--- config.mk ---
export PLATFORM = sky130hd
export DESIGN_NAME = tmul_seq_ctrl
export DESIGN_NICKNAME = d
export VERILOG_FILES = /design/src/rtl/tmul_seq_ctrl.sv
export SDC_FILE = /design/constraint.sdc
export NUM_CORES = 1
export LEC_CHECK = 0
export CAP_MARGIN = 20
export CELL_PAD_IN_SITES_DETAIL_PLACEMENT = 0
export CELL_PAD_IN_SITES_GLOBAL_PLACEMENT = 1
export CORE_MARGIN = 1
export CORE_UTILIZATION = 36
export CTS_CLUSTER_SIZE = 16
export DETAILED_ROUTE_END_ITERATION = 6
export PLACE_DENSITY_LB_ADDON = 0.12
export SYNTH_ARGS = -nofsm -noshare
export SYNTH_HDL_FRONTEND = slang
export SYNTH_SLANG_ARGS = --single-unit
--- constraint.sdc ---
create_clock -name Clock -period 3.8 [get_ports Clock]
set_clock_uncertainty 0.05 [all_clocks]
set_input_delay 0.76 -clock Clock [delete_from_list [all_inputs] [get_ports Clock]]
set_output_delay 0.76 -clock Clock [all_outputs]
set_load 0.005 [all_outputs]
--- src/rtl/tmul_seq_ctrl.sv ---
`default_nettype none
// ============================================================================
// tmul_seq_ctrl : digit-serial WIDTH x WIDTH multiply on a shared DIGIT array
// Revision      : 1.0
// ============================================================================
module tmul_seq_ctrl #(
    parameter int WIDTH     = 16,
    parameter int DIGIT     = 4,
    parameter bit SKIP_ZERO = 1'b1
) (
    input  logic                 Clock,
    input  logic                 Reset,
    input  logic                 iValid,
    output logic                 oReady,
    input  logic [WIDTH-1:0]     iA,
    input  logic [WIDTH-1:0]     iB,
    output logic                 oValid,
    input  logic                 iReady,
    output logic [2*WIDTH-1:0]   oP,
    output logic [DIGIT-1:0]     oMulA,
    output logic [DIGIT-1:0]     oMulB,
    input  logic [2*DIGIT-1:0]   iMulP,
    output logic                 oBusy
);

    localparam int N  = WIDTH / DIGIT;
    localparam int IW = (N > 1) ? $clog2(N) : 1;
    localparam int PW = 2 * WIDTH;
    localparam logic [IW-1:0] LAST = IW'(N - 1);

    typedef enum logic [1:0] {
        S_IDLE = 2'd0,
        S_MUL  = 2'd1,
        S_DONE = 2'd2
    } state_t;

    state_t            state_q;
    logic [IW-1:0]     i_q, j_q;
    logic [WIDTH-1:0]  a_q, b_q;
    logic [PW-1:0]     acc_q, acc_d;
    logic              skip_q, valid_q, ready_q, busy_q;
    logic              mul_active;
    logic [DIGIT-1:0]  a_dig [N];
    logic [DIGIT-1:0]  b_dig [N];

    generate
        for (genvar g = 0; g < N; g++) begin : g_dig
            assign a_dig[g] = a_q[g*DIGIT +: DIGIT];
            assign b_dig[g] = b_q[g*DIGIT +: DIGIT];
        end
    endgenerate

    // A zero-operand bypass spends its single MUL cycle with the array idle.
    assign mul_active = (state_q == S_MUL) && !skip_q;

    always_comb begin
        oMulA = '0;
        oMulB = '0;
        if (mul_active) begin
            oMulA = a_dig[i_q];
            oMulB = b_dig[j_q];
        end
        acc_d = acc_q + (PW'(iMulP) << (DIGIT * (int'(i_q) + int'(j_q))));
    end

    always_ff @(posedge Clock) begin
        if (!Reset) begin
            state_q <= S_IDLE;
            i_q     <= '0;
            j_q     <= '0;
            a_q     <= '0;
            b_q     <= '0;
            acc_q   <= '0;
            skip_q  <= 1'b0;
            valid_q <= 1'b0;
            ready_q <= 1'b1;
            busy_q  <= 1'b0;
        end else begin
            case (state_q)
                S_IDLE: begin
                    if (iValid) begin
                        a_q     <= iA;
                        b_q     <= iB;
                        acc_q   <= '0;
                        i_q     <= '0;
                        j_q     <= '0;
                        skip_q  <= SKIP_ZERO && ((iA == '0) || (iB == '0));
                        ready_q <= 1'b0;
                        busy_q  <= 1'b1;
                        state_q <= S_MUL;
                    end
                end
                S_MUL: begin
                    if (skip_q) begin
                        skip_q  <= 1'b0;
                        valid_q <= 1'b1;
                        state_q <= S_DONE;
                    end else begin
                        acc_q <= acc_d;
                        if (j_q == LAST) begin
                            j_q <= '0;
                            if (i_q == LAST) begin
                                i_q     <= '0;
                                valid_q <= 1'b1;
                                state_q <= S_DONE;
                            end else begin
                                i_q <= i_q + IW'(1);
                            end
                        end else begin
                            j_q <= j_q + IW'(1);
                        end
                    end
                end
                S_DONE: begin
                    if (iReady) begin
                        valid_q <= 1'b0;
                        ready_q <= 1'b1;
                        busy_q  <= 1'b0;
                        state_q <= S_IDLE;
                    end
                end
                default: state_q <= S_IDLE;
            endcase
        end
    end

    assign oP     = acc_q;
    assign oValid = valid_q;
    assign oReady = ready_q;
    assign oBusy  = busy_q;

endmodule
`default_nettype wire

==> metrics.txt, run 1 <==
number of iterations in the first detailed-routing pass=4; Mapped Nets=712; Residual DRC=0; starting DRC count in detailed routing=between 200 and 300; Site Rows=43; required time of the critical path=3.96 ns; final weighted congestion of routability-driven global placement=between 0.9 and 1; number of global-route vias before repair=about 4.8k; cell mode on critical path=buf_4; Adder-Cell Fraction of Synth Area=between 10% and 20%; post-synthesis sequential element count=74; number of warnings issued by yosys=0; core box area=around 0.014 sq mm; post-CTS clock slew at the launch and capture registers of the worst setup and hold paths=0.06 ns; largest delay contributor family on the critical path=compound AO/OA/AOI/OAI gates; dominant combinational cell family by area after synthesis=compound AO/OA/AOI/OAI gates; synthesized area per cell=between 8 and 9 sq um; Final Hold Viols=0; worst slew slack as a fraction of its limit=56.2%; biggest area consumer among synthesized cells=dfxtp_1; cells traversed along the worst timing path=ha_4 > inv_2 > fa_2 > and2_4 > a22oi_2 > nor2b_1 > ha_1 > buf_4 > and3_1 > a31oi_2 > buf_4 > o31ai_2 > a211oi_2 > a21oi_2 > nor2_1 > xor2_1 > o21ai_1; path type of the worst setup path=reg2reg; total power divided by cell area=421 mW/mm^2; Async S/R FF share, synth=0%; clock buffers created by TritonCTS=9; clock tree buffer depth=2; die extent in x=121 um; antenna cell count=0; highest clock frequency the design can meet=0.272 GHz; slew at the pin closest to its max-slew limit=0.656 ns; clock root buffer=clkbuf_16; Placement Setup Slack=-0.113 ns; CTS Hold Bufs=0; startpoint type of the worst setup path=flop; synthesized-area fraction occupied by and/or/nand/nor cells=22.5%; post-route fraction of the period consumed by the critical path=96.8%; nature of the critical path endpoint=flop; proportion of netlist area held by the largest area contributor=29.1%; count of buffers from port buffering=86; number of nets still failing antenna checks after routing=0; Bufs and invs on worst path=3; fraction of layout instances using a drive strength above 1=15.8%; Nets=831; boundary pin count=87; Die Height=121 um; Starting Density=36.8%; HPWL Detailed=11,300 um; area grow syn2layout=36.0%; Synth area leaders=dfxtp_1 29%, ha_1 9.4%, nand2_1 7.9%; Gate Count Post-Synth=628; setup repair after global routing missed its margin=true; Worst-Skew Late Latency=0.35 ns; Max Slew Vio Count=0; H-Tree Level Count=3; Worst path slowest cell=fa_2; routed vias/inst=5.27; Lkg Pwr=approximately 2.7 nW; final design utilization=50.0%; clock tree from TritonCTS=built; CP peak stage delay=around 0.49 ns; Max rail drop VDD=0.260 mV; Worst Hold Class=reg2reg; outcome=complete, no violations; portion of netlist area occupied by mux cells=4.75%; final setup vio count=0; count of flip-flops with a built-in enable after synthesis=0; least setup slack across all paths after layout=between 0.1 and 0.15 ns; die area=0.0146 sq mm; routed length per instance=approximately 16 um; compound-gate portion of the synthesized area=25.1%; routed wire length=around 15,000 um; prevailing post-synth register cell=dfxtp_1; gr usage total=21.4%; total negative slack=0 ns; post-synthesis share of cell area spent on xor and xnor gates=4.82%; Mapped Area=about 0.0051 sq mm; sequential cell area fraction in the yosys report=29.1%; count of max-cap constraint violations=0; Yosys cell types=57; CTS Sinks=74; aggregate global routing overflow=0; maximum net fanout on the critical path=5; worst path arrival time=3.84 ns; global-route wire length before repair=between 20,000 and 25,000 um; vias after detailed routing=4,910; final worst path period need=3.68 ns; antenna violations before repair=0; maximum number of pins on one net before global-route repair=52
==> per-stage QoR <==
stage	hold WS [ns]	total power [mW]	cell area, sq um	std cells
floorplan	0.390	1.62	5090	628
global placement	0.400	2.03	6390	907
detailed placement	0.408	2.04	6390	907
CTS	0.416	2.87	6680	923
global route	0.443	3.10	6920	932
finish	0.412	2.91	6920	932
==> path summary, 6_finish.rpt <==
kind	from	to	slack (ns)	cells after the start
max reg2reg	i_q[0]	oP[25]	0.12	17
min	a_q[12]	a_q[12]	0.41	2
max	i_q[0]	oP[25]	0.12	17
min reg2reg	a_q[12]	a_q[12]	0.41	2
==> flip-flops by register name (all words and copies together), names as in the netlist, 2 cells and up <==
signal   cells
b_q         16
a_q         16
i_q          2
oP          32
state_q      2
j_q          2
==> repair_timing <==
action                                  in CTS  in global routing
setup buffers                                0                  9
gates resized for setup                      3                 35
hold endpoints to repair                     0                  0
pin swaps                                    1                 25
endpoints found under the setup margin       8                 16
==> cell families (layout without fill, tap and decap cells) <==
logic type	count (synthesis)	count (layout)
compound gates	183	183
fa+ha+maj	40	40
simple gates	240	240
buf+inv	49	173
flops	74	74
mux	14	14
xor+xnor	28	28
==> worst min-delay path: cells and delay by family (launching register included) <==
kind	cells	cell delay, ns
and+or+nand+nor	1	0.04
AOI/OAI and AO/OA	1	0.06
DFF	1	0.31
==> placed cells by master (no fill, tap or decap), types with 3 or more instances in the layout <==
cell / instances
nor2_1: 36
xor2_1: 16
ha_1: 35
o211ai_1: 4
nand3_1: 7
o21a_1: 4
a21o_1: 15
nor4_1: 8
mux4_2: 8
clkbuf_16: 9
o21ai_0: 23
mux2i_1: 5
o21ai_1: 16
o21bai_1: 4
and3_1: 4
nand2b_1: 6
and2_1: 6
dfxtp_1: 72
a22oi_1: 15
inv_1: 14
ha_4: 3
nor2b_1: 35
clkbuf_1: 3
a21oi_2: 6
clkdlybuf4s50_1: 86
nand2_1: 107
a31oi_1: 3
a21boi_0: 32
a22o_1: 4
a21oi_1: 30
xnor2_1: 12
nand4_1: 7
buf_4: 53
nor3_1: 8
==> Yosys cell counts (6+ instances only) <==
cell and count:
mux4_2 8, nand4_1 7, dfxtp_1 74, o21ai_0 25, nor3_1 8, xor2_1 16, o21ai_1 15, nor2b_1 38
clkbuf_1 31, a21o_1 15, inv_1 16, nor4_1 8, nand2_1 107, a21boi_0 32, and3_1 6, nor2_1 37
xnor2_1 12, nand2b_1 7, and2_1 7, a22oi_1 17, ha_1 38, a21oi_1 34, nand3_1 7
==> layout make-up <==
type                    instances  area, sq um
well taps                     180          225
multi-input cells             505         3570
flip-flops and latches         74         1480
repair buffers                141         1300
inverters                      16         60.1
fillers                      1301         6910
clock inverters                 3         25.0
clock buffers                  13          250
==> layer usage <==
layer | up-vias | wire length [um] | global-route usage [%]
met3 | 16 | 580 | 3.16
li1 | 2482 | - | -
met1 | 2308 | 7500 | 29.4
met2 | 104 | 6730 | 33.1
met5 | - | 0 | 0
met4 | 0 | 272 | 9.34
==> report_power, final <==
group	switching, mW	internal [mW]	total [mW]
Combinational	0.617	0.535	1.15
Sequential	0.0677	0.883	0.951
Clock	0.348	0.463	0.811
Total	1.03	1.88	2.91
No activity file was read; power rests on OpenSTA's default activity.
==> run 2: changes to the inputs <==
--- a/config.mk
+++ b/config.mk
@@ -12,7 +12,9 @@
 export CORE_UTILIZATION = 36
 export CTS_CLUSTER_SIZE = 16
 export DETAILED_ROUTE_END_ITERATION = 6
+export HOLD_SLACK_MARGIN = 0.02
 export PLACE_DENSITY_LB_ADDON = 0.12
+export RECOVER_POWER = 25
 export SYNTH_ARGS = -nofsm -noshare
 export SYNTH_HDL_FRONTEND = slang
 export SYNTH_SLANG_ARGS = --single-unit
==> metrics.txt, run 2 (synthesized netlist as in run 1, its figures left out) <==
met3 track utilization from global routing=3.16%; filler instances=~1.3k; antenna cell count=0; H-Tree Level Count=3; Starting Density=about 37%; Worst Hold Class=reg2reg; count of max-cap constraint violations=1; Placement Setup Slack=-0.113 ns; Nets=between 800 and 900; post-layout instance count excluding filler cells=932; outcome=finished, violations left; clock tree from TritonCTS=built; worst hold endpoint=a_q[12]; critical register-to-register path endpoint=oP[25]; cells traversed along the worst timing path=ha_4 > inv_2 > fa_2 > and2_4 > a22oi_2 > nor2b_1 > ha_1 > buf_4 > and3_1 > a31oi_2 > buf_4 > o31ai_2 > a211oi_2 > a21oi_2 > nor2_1 > xor2_1 > o21ai_1; total negative slack=0 ns; number of cells on the worst hold path=2; CTS Hold Bufs=0; routed vias/inst=5.27; clock root buffer=clkbuf_16; nature of the critical path endpoint=flop; Largest register FFs=32; path type of the worst setup path=reg2reg; launch point of the worst hold path=a_q[12]; clock buffers created by TritonCTS=9; least setup slack across all paths after layout=0.122 ns; worst path arrival time=between 3 and 4 ns; Global Route met1 Usage=just under 30%; area grow syn2layout=35.9%; Max Slew Vio Count=52; CTS Sinks=74; global-route track usage on met2=33.1%; final worst path period need=roughly 3.7 ns; Worst-Skew Late Latency=about 0.35 ns; commonest cells after routing, fill and taps aside=107 x nand2_1, 85 x clkdlybuf4s50_1, 72 x dfxtp_1, 52 x buf_4, 36 x nor2_1; total chip power=2.91 mW; fin area=0.00691 sq mm; Lkg Pwr=around 2.7 nW; gr usage total=a little over a fifth; number of iterations in the first detailed-routing pass=4; Residual DRC=0; Worst path slowest cell=fa_2; HPWL Detailed=11,300 um; Post-Place Cell Area=0.00639 sq mm; slew at the pin closest to its max-slew limit=1.83 ns; die extent in x=121 um; boundary pin count=87; clock tree buffer depth=2; maximum number of pins on one net before global-route repair=52; total power divided by cell area=422 mW/mm^2; global-route wire length before repair=~24,000 um; final design utilization=50.0%; number of nets still failing antenna checks after routing=0; Final Hold Viols=0; setup repair after global routing missed its margin=true; final setup vio count=0; Max rail drop VDD=0.260 mV; startpoint type of the worst setup path=flop; CP peak stage delay=0.49 ns; maximum net fanout on the critical path=5; sequential cell area=~0.0015 sq mm; worst r2r src=i_q[0]; worst reg-to-reg setup slack=between 0.1 and 0.15 ns; core box area=around 0.014 sq mm; routed wire length=roughly 15,000 um; cell mode on critical path=buf_4; area of the multi-input gates=0.00357 sq mm; fraction of layout instances using a drive strength above 1=15.7%; Die Height=121 um; Site Rows=43; worst slew slack as a fraction of its limit=-21.7%; routed length per instance=16.2 um; Inst Count DP=907; die area=0.0146 sq mm; required time of the critical path=3.96 ns; antenna violations before repair=0; number of global-route vias before repair=between 4k and 5k; post-route fraction of the period consumed by the critical path=96.8%; most heavily used metal layer in global routing=met2; post-CTS clock slew at the launch and capture registers of the worst setup and hold paths=0.06 ns; most common library cell in the layout ignoring fill and taps=nand2_1; highest clock frequency the design can meet=roughly 0.27 GHz; path depth of the worst reg2reg path=17; starting DRC count in detailed routing=around 300; violated checks=capacitance limit, slew limit; final weighted congestion of routability-driven global placement=0.907; Final Hold Slack=0.417 ns; aggregate global routing overflow=0; count of buffers from port buffering=86; vias after detailed routing=4,909
run 2: worst max-delay path, delay by kind of cell, from the launching register on:
family                     cells  cell delay [ns]
AOI/OAI and AO/OA              6             1.04
xor gates and xnor gates       1             0.17
adders and majority gates      3             1.00
buffers and inverters          3             0.38
DFF                            1             0.33
and+or+nand+nor                4             0.56
run 2: what timing repair did:
item,CTS,global route
pin swaps,1,25
setup buffers,0,9
endpoints found under the setup margin,8,16
hold endpoints to repair,0,0
gates resized for setup,3,35
run 2: cell type report:
type | instances | area share, %
sequential | 74 | 21.5
tap | 180 | 3.26
clock inverter | 3 | 0.362
timing repair buffer | 141 | 18.7
inverter | 16 | 0.869
clock buffer | 13 | 3.62
multi-input combinational | 505 | 51.7
run 2: power by group:
| group | leakage (nW) | internal, mW | switching [mW] | total [mW] |
|---|---|---|---|---|
| combinational | 1.98 | 0.536 | 0.617 | 1.15 |
| clock | 0.130 | 0.463 | 0.348 | 0.811 |
| sequential | 0.603 | 0.883 | 0.0677 | 0.950 |
| total | 2.71 | 1.88 | 1.03 | 2.91 |
run 2: per-layer routing:
layer  part of all wire (%)  wire, um
met1                     50      7510
met2                     45      6730
met3                    3.9       584
met4                    1.8       272
met5                      0         0
run 2: worst max-delay path by stage:
stage / from / to
2_1_floorplan: i_q[0] / oP[24]
5_1_grt: i_q[0] / oP[24]
4_1_cts: j_q[0] / oP[24]
3_5_place_dp: j_q[0] / oP[24]
6_report: i_q[0] / oP[25]
3_3_place_gp: i_q[0] / oP[24]
==> run 3: changes to the inputs <==
--- a/config.mk
+++ b/config.mk
@@ -9,9 +9,10 @@
 export CELL_PAD_IN_SITES_DETAIL_PLACEMENT = 0
 export CELL_PAD_IN_SITES_GLOBAL_PLACEMENT = 1
 export CORE_MARGIN = 1
-export CORE_UTILIZATION = 36
+export CORE_UTILIZATION = 43
 export CTS_CLUSTER_SIZE = 16
 export DETAILED_ROUTE_END_ITERATION = 6
+export DONT_BUFFER_PORTS = 1
 export HOLD_SLACK_MARGIN = 0.02
 export PLACE_DENSITY_LB_ADDON = 0.12
 export RECOVER_POWER = 25
==> metrics.txt, run 3 (synthesized netlist as in run 1, its figures left out) <==
outcome=complete, no violations; antenna violations before repair=0; CTS Hold Bufs=0; launch point of the worst hold path=a_q[4]; post-layout instance count excluding filler cells=784; slew at the pin closest to its max-slew limit=0.753 ns; clock tree buffer depth=2; die extent in x=111 um; routed length per instance=17.5 um; worst path arrival time=between 3 and 4 ns; startpoint type of the worst setup path=flop; Final Hold Viols=0; number of iterations in the first detailed-routing pass=5; least setup slack across all paths after layout=0.133 ns; maximum number of pins on one net before global-route repair=57; Placement Setup Slack=-0.0107 ns; Starting Density=44.3%; Site Rows=39; CTS Sinks=74; global-route wire length before repair=roughly 23,000 um; antenna cell count=0; H-Tree Level Count=3; Inst Count DP=between 700 and 800; critical path startpoint=j_q[0]; total negative slack=0 ns; boundary pin count=87; Sequential Power Share=33.5%; routed wire length=13,700 um; Max Slew Vio Count=0; most common library cell in the layout ignoring fill and taps=nand2_1; HPWL Detailed=10,200 um; final design utilization=51.0%; switching portion of total power=a little over a third; count of buffers from port buffering=0; nature of the critical path endpoint=flop; total power divided by cell area=a little under 500 mW/mm^2; aggregate global routing overflow=0; post-CTS clock slew at the launch and capture registers of the worst setup and hold paths=about 0.06 ns; switching pwr=a little under 1 mW; vias after detailed routing=4,475; Max rail drop VDD=between 0.2 and 0.3 mV; clock root buffer=clkbuf_16; gr usage total=23.1%; Lkg Pwr=2.29 nW; worst slew slack as a fraction of its limit=49.7%; commonest cells after routing, fill and taps aside=107 x nand2_1, 72 x dfxtp_1, 35 x nor2_1, 35 x nor2b_1, 34 x ha_1; fraction of layout instances using a drive strength above 1=14.7%; clock buffers created by TritonCTS=9; final worst path period need=3.67 ns; fin area=0.00585 sq mm; Worst-Skew Late Latency=0.35 ns; core box area=0.0115 sq mm; number of nets still failing antenna checks after routing=0; Final Hold Slack=0.408 ns; Worst Hold Class=reg2reg; path type of the worst setup path=reg2reg; combinational share of power=33.6%; worst r2r src=j_q[0]; area grow syn2layout=15.1%; starting DRC count in detailed routing=312; maximum net fanout on the critical path=5; Nets=720; design internal power=1.86 mW; count of max-cap constraint violations=0; Residual DRC=0; die area=0.0123 sq mm; required time of the critical path=roughly 4 ns; highest clock frequency the design can meet=0.273 GHz; clock share of power=between 30% and 40%; Largest register FFs=32; final weighted congestion of routability-driven global placement=0.851; final setup vio count=0; total chip power=2.85 mW; Post-Place Cell Area=0.00532 sq mm; post-route fraction of the period consumed by the critical path=roughly 96%; clock tree from TritonCTS=built; number of global-route vias before repair=4,337; Die Height=between 100 and 150 um; routed vias/inst=5.71
run 3: final timing paths:
| path | end | slack, ns | depth (start not counted) |
|---|---|---|---|
| worst min register to register | a_q[4] | 0.41 | 2 |
| worst min-delay path | a_q[4] | 0.41 | 2 |
| worst max register to register | oP[28] | 0.13 | 17 |
| worst max-delay path | oP[28] | 0.13 | 17 |
run 3: timing repair:
| item | CTS | global route |
|---|---|---|
| resized for setup | 1 | 31 |
| pin swaps | 0 | 14 |
| endpoints found under the setup margin | 3 | 14 |
| setup buffers | 0 | 4 |
run 3: per-layer routing:
| layer | global-route usage (%) | part of all wire (%) |
|---|---|---|
| met1 | 31.1 | 49 |
| met2 | 34.9 | 44 |
| met3 | 5.69 | 5.5 |
| met4 | 10.0 | 2.2 |
| met5 | 0 | 0 |
run 3: layout make-up:
class                           count  area (sq um)
Clock buffer                       10           229
Clock inverter                      6          90.1
Fill cell                        1063          5610
Inverter                           16          60.1
Multi-Input combinational cell    505          3550
Sequential cell                    74          1480
Tap cell                          143           179
Timing Repair Buffer               30           265
run 3: power groups by stage:
stage	logic, mW	clock network, mW	registers, mW
final	0.958	0.938	0.956
after global routing	1.08	0.986	0.973
after CTS	0.865	0.959	0.953
after detailed placement	0.858	0	0.970
after global placement	0.849	0	0.965
after floorplan	0.669	0	0.949
run 3: critical path: stages (launching register included):
cell	delay [ns]
dfxtp_2	0.35
ha_4	0.14
inv_2	0.03
fa_2	0.59
nor2b_4	0.21
and3_4	0.21
ha_4	0.14
inv_2	0.04
fa_2	0.40
nor2b_4	0.13
o211ai_1	0.12
nand3b_1	0.14
a221o_4	0.23
a31oi_4	0.12
o311ai_4	0.26
a21oi_2	0.10
buf_4	0.14
o211ai_1	0.15
